$ cat config.mk
export PLATFORM = sky130hd
export DESIGN_NAME = print_sequencer_flat
export DESIGN_NICKNAME = d
export VERILOG_FILES = /design/src/rtl/print_sequencer_if.sv /design/src/rtl/print_sequencer.sv /design/src/flat_wrapper.sv
export SDC_FILE = /design/constraint.sdc
export NUM_CORES = 1
export LEC_CHECK = 0
export ABC_AREA = 1
export ABC_CLOCK_PERIOD_IN_PS = 2360
export CORE_MARGIN = 10
export CORE_UTILIZATION = 46
export DETAILED_ROUTE_END_ITERATION = 8
export PLACE_DENSITY_LB_ADDON = 0.15
export SYNTH_ARGS = -nofsm -noshare
export SYNTH_HDL_FRONTEND = slang
export SYNTH_SLANG_ARGS = --single-unit
$ cat constraint.sdc
create_clock -name clk_i -period 2.36 [get_ports clk_i]
set_input_delay 0.236 -clock clk_i [delete_from_list [all_inputs] [get_ports clk_i]]
set_output_delay 0.236 -clock clk_i [all_outputs]
set_load 0.01 [all_outputs]
$ cat src/rtl/print_sequencer_if.sv
// Bundle of the print_sequencer job-control, character-RAM and UART-TX signals.
// The "master" modport is the sequencer's view. The "slave" modport is the
// view of the surrounding logic: trigger source, RAM and transmitter.
interface print_sequencer_if #(
  parameter int WIDTH = 64,
  parameter int DEPL2 = 4
);
  // job control
  logic             start_i;
  logic [DEPL2-1:0] base_i;
  logic [DEPL2:0]   len_i;
  logic             busy_o;
  logic             done_o;
  // character RAM
  logic [DEPL2-1:0] ram_addr_o;
  logic [WIDTH-1:0] ram_data_i;
  // UART TX byte stream
  logic [7:0]       tx_data_o;
  logic             tx_valid_o;
  logic             tx_ready_i;

  modport master (
    input  start_i, base_i, len_i, ram_data_i, tx_ready_i,
    output ram_addr_o, tx_data_o, tx_valid_o, busy_o, done_o
  );

  modport slave (
    output start_i, base_i, len_i, ram_data_i, tx_ready_i,
    input  ram_addr_o, tx_data_o, tx_valid_o, busy_o, done_o
  );
endinterface

$ cat src/rtl/print_sequencer.sv
// print_sequencer: walks a range of character-RAM words and streams each word
// MSB byte first over a valid/ready byte interface toward the UART TX.
// Optional feature macro PRINT_CRLF_EN: when defined, every job ends with the
// two bytes 0x0D 0x0A before done_o pulses. This also applies to a zero-length job.
// All outputs are registers cleared asynchronously by rst_i.
module print_sequencer #(
  parameter int WIDTH = 64,
  parameter int DEPL2 = 4
) (
  input  logic              clk_i,
  input  logic              rst_i,
  print_sequencer_if.master bus
);

  localparam int BYTES = WIDTH / 8;
  localparam int BCW   = (BYTES > 1) ? $clog2(BYTES) : 1;
  localparam int WCW   = DEPL2 + 1;

  localparam logic [BCW-1:0] LAST_BYTE = BCW'(BYTES - 1);
  localparam logic [WCW-1:0] FULL_LEN  = WCW'(1) << DEPL2;

  typedef enum logic [2:0] {
    ST_IDLE  = 3'd0,
    ST_FETCH = 3'd1,
    ST_LATCH = 3'd2,
    ST_SEND  = 3'd3,
`ifdef PRINT_CRLF_EN
    ST_CR    = 3'd5,
    ST_LF    = 3'd6,
`endif
    ST_DONE  = 3'd4
  } state_t;

  state_t           state_q, state_d;
  logic [DEPL2-1:0] addr_q, addr_d;
  logic [WIDTH-1:0] sreg_q, sreg_d;
  logic [7:0]       tx_data_q, tx_data_d;
  logic             tx_valid_q, tx_valid_d;
  logic [BCW-1:0]   byte_cnt_q, byte_cnt_d;
  logic [WCW-1:0]   words_left_q, words_left_d;
  logic             busy_q, busy_d;
  logic             done_q, done_d;

  logic             accept_s;
  logic [WIDTH-1:0] shifted_s;

  // Requested lengths beyond the RAM depth still print every word exactly once.
  function automatic logic [WCW-1:0] clamp_len(input logic [WCW-1:0] len);
    if (len > FULL_LEN) begin
      return FULL_LEN;
    end else begin
      return len;
    end
  endfunction

  assign accept_s  = tx_valid_q & bus.tx_ready_i;
  assign shifted_s = sreg_q << 4'd8;

  assign bus.ram_addr_o = addr_q;
  assign bus.tx_data_o  = tx_data_q;
  assign bus.tx_valid_o = tx_valid_q;
  assign bus.busy_o     = busy_q;
  assign bus.done_o     = done_q;

  // State and datapath registers, cleared immediately by the asynchronous reset.
  always_ff @(posedge clk_i or posedge rst_i) begin
    if (rst_i) begin
      state_q      <= ST_IDLE;
      addr_q       <= '0;
      sreg_q       <= '0;
      tx_data_q    <= 8'h00;
      tx_valid_q   <= 1'b0;
      byte_cnt_q   <= '0;
      words_left_q <= '0;
      busy_q       <= 1'b0;
      done_q       <= 1'b0;
    end else begin
      state_q      <= state_d;
      addr_q       <= addr_d;
      sreg_q       <= sreg_d;
      tx_data_q    <= tx_data_d;
      tx_valid_q   <= tx_valid_d;
      byte_cnt_q   <= byte_cnt_d;
      words_left_q <= words_left_d;
      busy_q       <= busy_d;
      done_q       <= done_d;
    end
  end

  // Next-state logic: job start, RAM fetch and latch, and byte serialisation with handshake.
  always_comb begin
    state_d      = state_q;
    addr_d       = addr_q;
    sreg_d       = sreg_q;
    tx_data_d    = tx_data_q;
    tx_valid_d   = tx_valid_q;
    byte_cnt_d   = byte_cnt_q;
    words_left_d = words_left_q;

    case (state_q)
      ST_IDLE: begin
        if (bus.start_i) begin
          words_left_d = clamp_len(bus.len_i);
          byte_cnt_d   = '0;
          if (bus.len_i != '0) begin
            addr_d  = bus.base_i;
            state_d = ST_FETCH;
          end else begin
`ifdef PRINT_CRLF_EN
            tx_data_d  = 8'h0D;
            tx_valid_d = 1'b1;
            state_d    = ST_CR;
`else
            state_d    = ST_DONE;
`endif
          end
        end else begin
          state_d = ST_IDLE;
        end
      end

      // The RAM registers addr_q at the end of this cycle.
      ST_FETCH: begin
        state_d = ST_LATCH;
      end

      ST_LATCH: begin
        sreg_d     = bus.ram_data_i;
        tx_data_d  = bus.ram_data_i[WIDTH-1 -: 8];
        tx_valid_d = 1'b1;
        byte_cnt_d = '0;
        state_d    = ST_SEND;
      end

      ST_SEND: begin
        if (accept_s) begin
          if (byte_cnt_q != LAST_BYTE) begin
            // Present the next byte back to back with the accepted one.
            sreg_d     = shifted_s;
            tx_data_d  = shifted_s[WIDTH-1 -: 8];
            byte_cnt_d = byte_cnt_q + BCW'(1);
          end else begin
            byte_cnt_d   = '0;
            words_left_d = words_left_q - WCW'(1);
            if (words_left_q > WCW'(1)) begin
              // Wrap modulo the RAM depth by the natural width of the address.
              tx_valid_d = 1'b0;
              addr_d     = addr_q + DEPL2'(1);
              state_d    = ST_FETCH;
            end else begin
`ifdef PRINT_CRLF_EN
              tx_valid_d = 1'b1;
              tx_data_d  = 8'h0D;
              state_d    = ST_CR;
`else
              tx_valid_d = 1'b0;
              state_d    = ST_DONE;
`endif
            end
          end
        end else begin
          state_d = ST_SEND;
        end
      end

`ifdef PRINT_CRLF_EN
      ST_CR: begin
        if (accept_s) begin
          tx_data_d  = 8'h0A;
          tx_valid_d = 1'b1;
          state_d    = ST_LF;
        end else begin
          state_d = ST_CR;
        end
      end

      ST_LF: begin
        if (accept_s) begin
          tx_valid_d = 1'b0;
          state_d    = ST_DONE;
        end else begin
          state_d = ST_LF;
        end
      end
`endif

      // start_i is deliberately not looked at here.
      ST_DONE: begin
        state_d = ST_IDLE;
      end

      default: begin
        tx_valid_d = 1'b0;
        state_d    = ST_IDLE;
      end
    endcase
  end

  // Status outputs are decoded from the next state so that they are registered.
  always_comb begin
    busy_d = 1'b0;
    done_d = 1'b0;
    case (state_d)
      ST_FETCH, ST_LATCH, ST_SEND: busy_d = 1'b1;
`ifdef PRINT_CRLF_EN
      ST_CR, ST_LF:                busy_d = 1'b1;
`endif
      ST_DONE:                     done_d = 1'b1;
      default: begin
        busy_d = 1'b0;
        done_d = 1'b0;
      end
    endcase
  end

endmodule

$ cat src/flat_wrapper.sv
// flat-port wrapper written by rule: the top's interface ports become plain ports
module print_sequencer_flat 
#(
  parameter int WIDTH = 64,
  parameter int DEPL2 = 4
)
  (clk_i, rst_i, bus_start_i, bus_base_i, bus_len_i, bus_ram_data_i, bus_tx_ready_i, bus_ram_addr_o, bus_tx_data_o, bus_tx_valid_o, bus_busy_o, bus_done_o);
  print_sequencer_if #(.WIDTH(WIDTH), .DEPL2(DEPL2)) bus_i ();
  input  logic clk_i;
  input  logic rst_i;
  input wire logic [$bits(bus_i.start_i)-1:0] bus_start_i;
  input wire logic [$bits(bus_i.base_i)-1:0] bus_base_i;
  input wire logic [$bits(bus_i.len_i)-1:0] bus_len_i;
  input wire logic [$bits(bus_i.ram_data_i)-1:0] bus_ram_data_i;
  input wire logic [$bits(bus_i.tx_ready_i)-1:0] bus_tx_ready_i;
  output wire logic [$bits(bus_i.ram_addr_o)-1:0] bus_ram_addr_o;
  output wire logic [$bits(bus_i.tx_data_o)-1:0] bus_tx_data_o;
  output wire logic [$bits(bus_i.tx_valid_o)-1:0] bus_tx_valid_o;
  output wire logic [$bits(bus_i.busy_o)-1:0] bus_busy_o;
  output wire logic [$bits(bus_i.done_o)-1:0] bus_done_o;
  assign bus_i.start_i = bus_start_i;
  assign bus_i.base_i = bus_base_i;
  assign bus_i.len_i = bus_len_i;
  assign bus_i.ram_data_i = bus_ram_data_i;
  assign bus_i.tx_ready_i = bus_tx_ready_i;
  assign bus_ram_addr_o = bus_i.ram_addr_o;
  assign bus_tx_data_o = bus_i.tx_data_o;
  assign bus_tx_valid_o = bus_i.tx_valid_o;
  assign bus_busy_o = bus_i.busy_o;
  assign bus_done_o = bus_i.done_o;
  print_sequencer #(.WIDTH(WIDTH), .DEPL2(DEPL2)) u_core (.clk_i(clk_i), .rst_i(rst_i), .bus(bus_i));
endmodule
==> flow_metrics.py, run 1 <==
metrics = {
    "status": {
        "status": "finished, final reports clean",
    },
    "sta": {
        "max_freq_mhz": 503,
        "setup_tns_ps": 0,
        "worst_pin_slew_ps": 662,
        "clock_skew_ps": 9.18,
        "slew_violations": 0,
        "setup_viol": 0,
        "hold_viol_final": 0,
        "period_share": 0.843,
        "rsz0062_at_grt": "false",
        "min_period_ps": 1990,
        "relSlewSlack": 0.559,
        "holdWs_ps": 194,
    },
    "critical_path": {
        "cpLargestDelayFamily": "buffers and inverters",
        "worst_path_largest_cell_delay_ps": 600,
        "cp-start-kind": "flop",
        "cpMaxStageDelayCell": "buf_4",
        "path_cells": "inv_2, nand3_4, buf_4, o21ai_0, nand2_1, o21ai_1",
        "crit_path_max_fanout": 76,
        "path_buf_inv": 2,
        "required_ps": 2600,
        "criticalPathCategory": "reg -> reg",
        "cp-startpoint": "u_core.state_q[2]",
        "worstReg2RegStart": "u_core.state_q[2]",
        "critPathArrivalTime_ps": 2230,
        "endpoint_kind": "flop",
    },
    "final_layout": {
        "fin_nets": 691,
        "area_growth_pct": 29.1,
        "final_cell_mix": "nand2_1, clkdlybuf4s50_1, dfrtp_1",
        "antenna_cells": 0,
        "layout-drive-gt1-share": 0.0522,
        "final_common_cell": "nand2_1",
    },
    "clock_network": {
        "cts_setup_buffers": 0,
        "cts.clk_slew.worst_paths_ps": 80,
        "cts_root_buf": "clkbuf_8",
        "clk_latency_ps": 350,
        "htree_num_levels": 3,
        "clock-sinks": 82,
        "cts_buffer_depth": 2,
        "holdBufCountCts": 0,
        "cts-resized-gates": 0,
        "numCtsBuffers": 9,
        "cts_tree": "built",
    },
    "synth": {
        "syn-instance-count": 528,
        "syn_area_mm2": 0.00413,
        "synth_top_cell_area_share": 0.497,
        "yosysTopAreaCell": "dfrtp_1",
        "syn-mean-instance-area_um2": 7.82,
        "netlist_top_cells_area": "dfrtp_1, nand2_1, nor2_1, o21ai_0, inv_1",
        "synth.distinct_cells": 24,
        "ys_warn_count": 0,
        "yosysSeqAreaShare": 0.497,
        "ys_ff_latch": 82,
        "syn-num-nets": 610,
    },
    "grt": {
        "antenna_found_initial": 0,
        "grt_pass1_wl_um": 16700,
        "grt_pass1_vias": 3622,
        "grt_max_degree": 77,
        "grt_use_total": 0.152,
        "grt_overflow_total": 0,
    },
    "detailed_routing": {
        "vias": 3615,
        "antenna_left": 0,
        "drtPass1Iterations": 4,
        "drc": 0,
        "drt-initial-drc-count": 224,
        "detail_route.wl_per_cell_um": 13.7,
        "vias_per_cell": 5.01,
        "wl_um": 9850,
    },
    "floorplan": {
        "initial_core_util": 0.474,
        "die_w_um": 115,
        "num_io_pins": 92,
        "core_area_mm2": 0.00872,
        "num_rows": 34,
        "chipHeight_um": 115,
        "dieArea_mm2": 0.0132,
    },
    "pwr": {
        "irDropWorstVdd_mv": 0.706,
        "p_leak_uw": 0.00252,
        "power.density_mw_per_mm2": 1320,
    },
    "place": {
        "place.gp.congestion": 0.844,
        "hpwl_um": 7160,
        "io_buffers": 91,
    },
    "hold_path": {
        "hp-class": "in -> async",
    },
    "run": {
        "drv_cap": 0,
    },
}
report_power, final:
part | leakage, uW | switching [uW] | internal [uW]
clock network | 0.000129 | 499 | 801
registers | 0.00102 | 310 | 2070
logic | 0.00137 | 2110 | 1270
total | 0.00252 | 2920 | 4140
final timing paths:
kind                       slack (ps)  cells past startpoint                       to
setup / recovery                  370                      6        u_core.sreg_q[21]
hold / removal                    190                      2    u_core.bus.tx_valid_o
setup reg to reg                  370                      6        u_core.sreg_q[21]
hold reg to reg                   480                      2  u_core.bus.tx_data_o[0]
max in group asynchronous        1410                      3        u_core.sreg_q[19]
min in group clk_i                460                      3         u_core.sreg_q[7]
final cells by class:
class	instances	area (um2)
fillers	790	3390
clock inverters	6	130
well taps	108	135
repair buffers	98	976
multi-input cells	358	1690
clock buffers	9	124
flip-flops and latches	82	2050
inverters	60	226
cell usage after synthesis, drive strengths merged:
library cell and n:
a21oi 2, buf 25, clkbuf 3, dfrtp 82, ha 5, inv 60
nand2 139, nand3 24, nand3b 1, nand4 3, nor2 66, o21ai 84
o21bai 5, o22ai 3, o31ai 25, or2 1
registers in the layout, indices dropped and copies added, names as in the netlist:
| signal | cells |
|---|---|
| u_core.bus.done_o | 1 |
| u_core.words_left_q | 5 |
| u_core.state_q | 3 |
| u_core.bus.tx_valid_o | 1 |
| u_core.byte_cnt_q | 3 |
| u_core.bus.busy_o | 1 |
| u_core.bus.tx_data_o | 8 |
| u_core.sreg_q | 56 |
| u_core.bus.ram_addr_o | 4 |
worst reg2reg max path: stages (launching register included):
cell and delay [ps]:
dfrtp_1 470, inv_2 160, nand3_4 240, buf_4 600, o21ai_0 240, nand2_1 100
o21ai_1 60
metrics by stage:
stage / instances / total power (uW) / area, um2 / utilization / worst slack [ps]
after CTS: 721 / 7120 / 5330 / 0.611 / 360
after detailed placement: 706 / 5800 / 5080 / 0.582 / 370
after global routing: 721 / 7740 / 5330 / 0.611 / 160
final: 721 / 7060 / 5330 / 0.611 / 370
after global placement: 706 / 5680 / 5080 / 0.582 / 437
after floorplan: 528 / 4990 / 4130 / - / 15.6
kinds of logic after synthesis:
family | synth area share
DFF | 0.497
buffers and inverters | 0.0960
adders and majority gates | 0.0151
and+or+nand+nor | 0.229
AOI/OAI and AO/OA | 0.163
routing by layer:
layer	track usage	part of all wire
met1	0.200	0.47
met2	0.234	0.44
met3	0.0427	0.072
met4	0.0553	0.013
met5	0	0
Power figures use the tool's default switching activity.
==> run 2, diff against run 1 <==
ABC_CLOCK_PERIOD_IN_PS = 1800   (was 2360)
clock period = 1.8 ns   (was 2.36 ns; I/O delays follow)
==> run 2 against run 1 <==
Effect of this change: first-iteration DRC count rose by 8.5%; clock power up 5%; clock skew fell by 0.85 ps; worst hold slack improved by 77 ps; critical endpoint is now u_core.bus.ram_addr_o[0]; sequential share of layout area down 0.53 points; design area increased by 1.4%; sequential power up 31%; cell count grew 1.2%; setup slack worse by 260 ps; clock-buffer cell count rose by 1; register-to-register slack got worse by 260 ps; combinational power grew 44%.
==> flow_metrics.py, run 2 (synthesis results as in run 1) <==
metrics = {
    "floorplan": {
        "initial_core_util": 0.474,
        "num_rows": 34,
        "dieArea_mm2": 0.0132,
        "chipHeight_um": 115,
        "num_io_pins": 92,
        "core_area_mm2": 0.00872,
        "die_w_um": 115,
    },
    "grt": {
        "grt_use_total": 0.152,
        "grt_pass1_wl_um": 16600,
        "grt_overflow_total": 0,
        "grt_pass1_vias": 3534,
        "grt_max_degree": 83,
        "antenna_found_initial": 0,
    },
    "critical_path": {
        "critPathArrivalTime_ps": 1990,
        "rr_worst_depth": 8,
        "crit_path_max_fanout": 5,
        "cp-startpoint": "u_core.byte_cnt_q[0]",
        "r2r_end": "u_core.bus.ram_addr_o[0]",
        "criticalPathCategory": "reg -> reg",
        "required_ps": 2100,
        "cp-endpoint": "u_core.bus.ram_addr_o[0]",
        "worstReg2RegStart": "u_core.byte_cnt_q[0]",
        "endpoint_kind": "flop",
        "cp-start-kind": "flop",
        "r2r_slack_ps": 110,
    },
    "final_layout": {
        "area_growth_pct": 30.9,
        "final_cell_mix": "nand2_1, clkdlybuf4s50_1, dfrtp_1",
        "antenna_cells": 0,
        "final_common_cell": "nand2_1",
        "largest_register": "u_core.sreg_q",
        "fin_util": 0.620,
        "fill_cells": 792,
        "largest_reg_flops": 56,
        "layout-drive-gt1-share": 0.0675,
        "fin_nets": 699,
    },
    "sta": {
        "holdWs_ps": 271,
        "setup_tns_ps": 0,
        "max_freq_mhz": 593,
        "relSlewSlack": 0.711,
        "period_share": 0.938,
        "clock_skew_ps": 8.33,
        "worst_pin_slew_ps": 433,
        "min_period_ps": 1690,
        "hold_viol_final": 0,
        "setup_viol": 0,
        "slew_violations": 0,
    },
    "place": {
        "hpwl_um": 7180,
        "io_buffers": 91,
        "place.gp.congestion": 0.819,
    },
    "clock_network": {
        "clock-sinks": 82,
        "cts_root_buf": "clkbuf_8",
        "cts.clk_slew.worst_paths_ps": 80,
        "cts_tree": "built",
        "htree_num_levels": 3,
        "cts_buffer_depth": 2,
        "numCtsBuffers": 9,
        "holdBufCountCts": 0,
        "clk_latency_ps": 360,
    },
    "pwr": {
        "p_int_uw": 5350,
        "p_leak_uw": 0.00254,
        "switching_share": 0.430,
        "power.density_mw_per_mm2": 1730,
        "p_switching_uw": 4030,
        "comb_power_share": 0.521,
        "clockPowerShare": 0.147,
        "report.power.total_uw": 9370,
        "irDropWorstVdd_mv": 0.795,
        "pwr-share-seq": 0.332,
    },
    "detailed_routing": {
        "drt-initial-drc-count": 243,
        "wl_um": 10300,
        "drc": 0,
        "drtPass1Iterations": 5,
        "vias_per_cell": 5.07,
        "detail_route.wl_per_cell_um": 14.1,
        "vias": 3704,
        "antenna_left": 0,
    },
    "run": {
        "drv_cap": 0,
    },
    "status": {
        "status": "finished, final reports clean",
    },
    "hold_path": {
        "hp-class": "in -> async",
    },
}
-- run 2: metrics by stage --
stage / std cells / instance area, um2 / setup WS (ps)
5_1_grt: 730 / 5410 / -2.36
3_3_place_gp: 709 / 5150 / 204
2_1_floorplan: 528 / 4130 / 295
4_1_cts: 725 / 5360 / 95.8
6_report: 730 / 5410 / 112
3_5_place_dp: 709 / 5150 / 141
-- run 2: worst min-delay path by stage --
stage / from / to / slack [ps] / cells after the start
detailed placement: u_core.bus.tx_data_o[5] / u_core.bus.tx_data_o[5] / 470 / 2
global route: rst_i / u_core.bus.ram_addr_o[0] / 320 / 3
floorplan: bus_ram_data_i[0] / u_core.sreg_q[0] / 330 / 2
CTS: rst_i / u_core.bus.ram_addr_o[0] / 310 / 3
finish: rst_i / u_core.bus.ram_addr_o[0] / 270 / 3
global placement: u_core.bus.tx_data_o[7] / u_core.bus.tx_data_o[7] / 460 / 2
-- run 2: timing repair --
| item | CTS | global route |
|---|---|---|
| resized for setup | 0 | 3 |
| setup buffers | 0 | 5 |
| setup endpoints to repair | 0 | 10 |
| hold endpoints to repair | 0 | 0 |
-- run 2: power by group through the flow --
stage               logic (uW)  registers [uW]  clock network (uW)
global placement          4580            3100                   0
floorplan                 3420            3120                   0
finish                    4880            3110                1370
detailed placement        4750            3150                   0
global route              5580            3200                1470
CTS                       4780            3110                1400
-- run 2: layout make-up --
| cell class | count | area, um2 | area share |
|---|---|---|---|
| clock buffer | 10 | 138 | 0.0255 |
| clock inverter | 6 | 66.3 | 0.0123 |
| inverter | 60 | 229 | 0.0423 |
| multi-input combinational | 358 | 1700 | 0.314 |
| sequential | 82 | 2050 | 0.379 |
| tap | 108 | 135 | 0.0250 |
| timing repair buffer | 106 | 1090 | 0.202 |
-- run 2: worst max-delay path, stage by stage, from the launching register on --
cell and delay [ps]:
dfrtp_1 380, ha_1 170, ha_1 230, nand3_1 120, nand2_1 120, nand3_1 170
nor2_1 270, nand2_1 80, nand2_1 80
-- run 2: per-layer routing --
metal | part of all wire | up-vias | track usage
met4 | 0.018 | 0 | 0.0586
met2 | 0.45 | 106 | 0.231
met3 | 0.068 | 18 | 0.0438
met1 | 0.46 | 1706 | 0.202
li1 | - | 1874 | -
met5 | 0 | - | 0
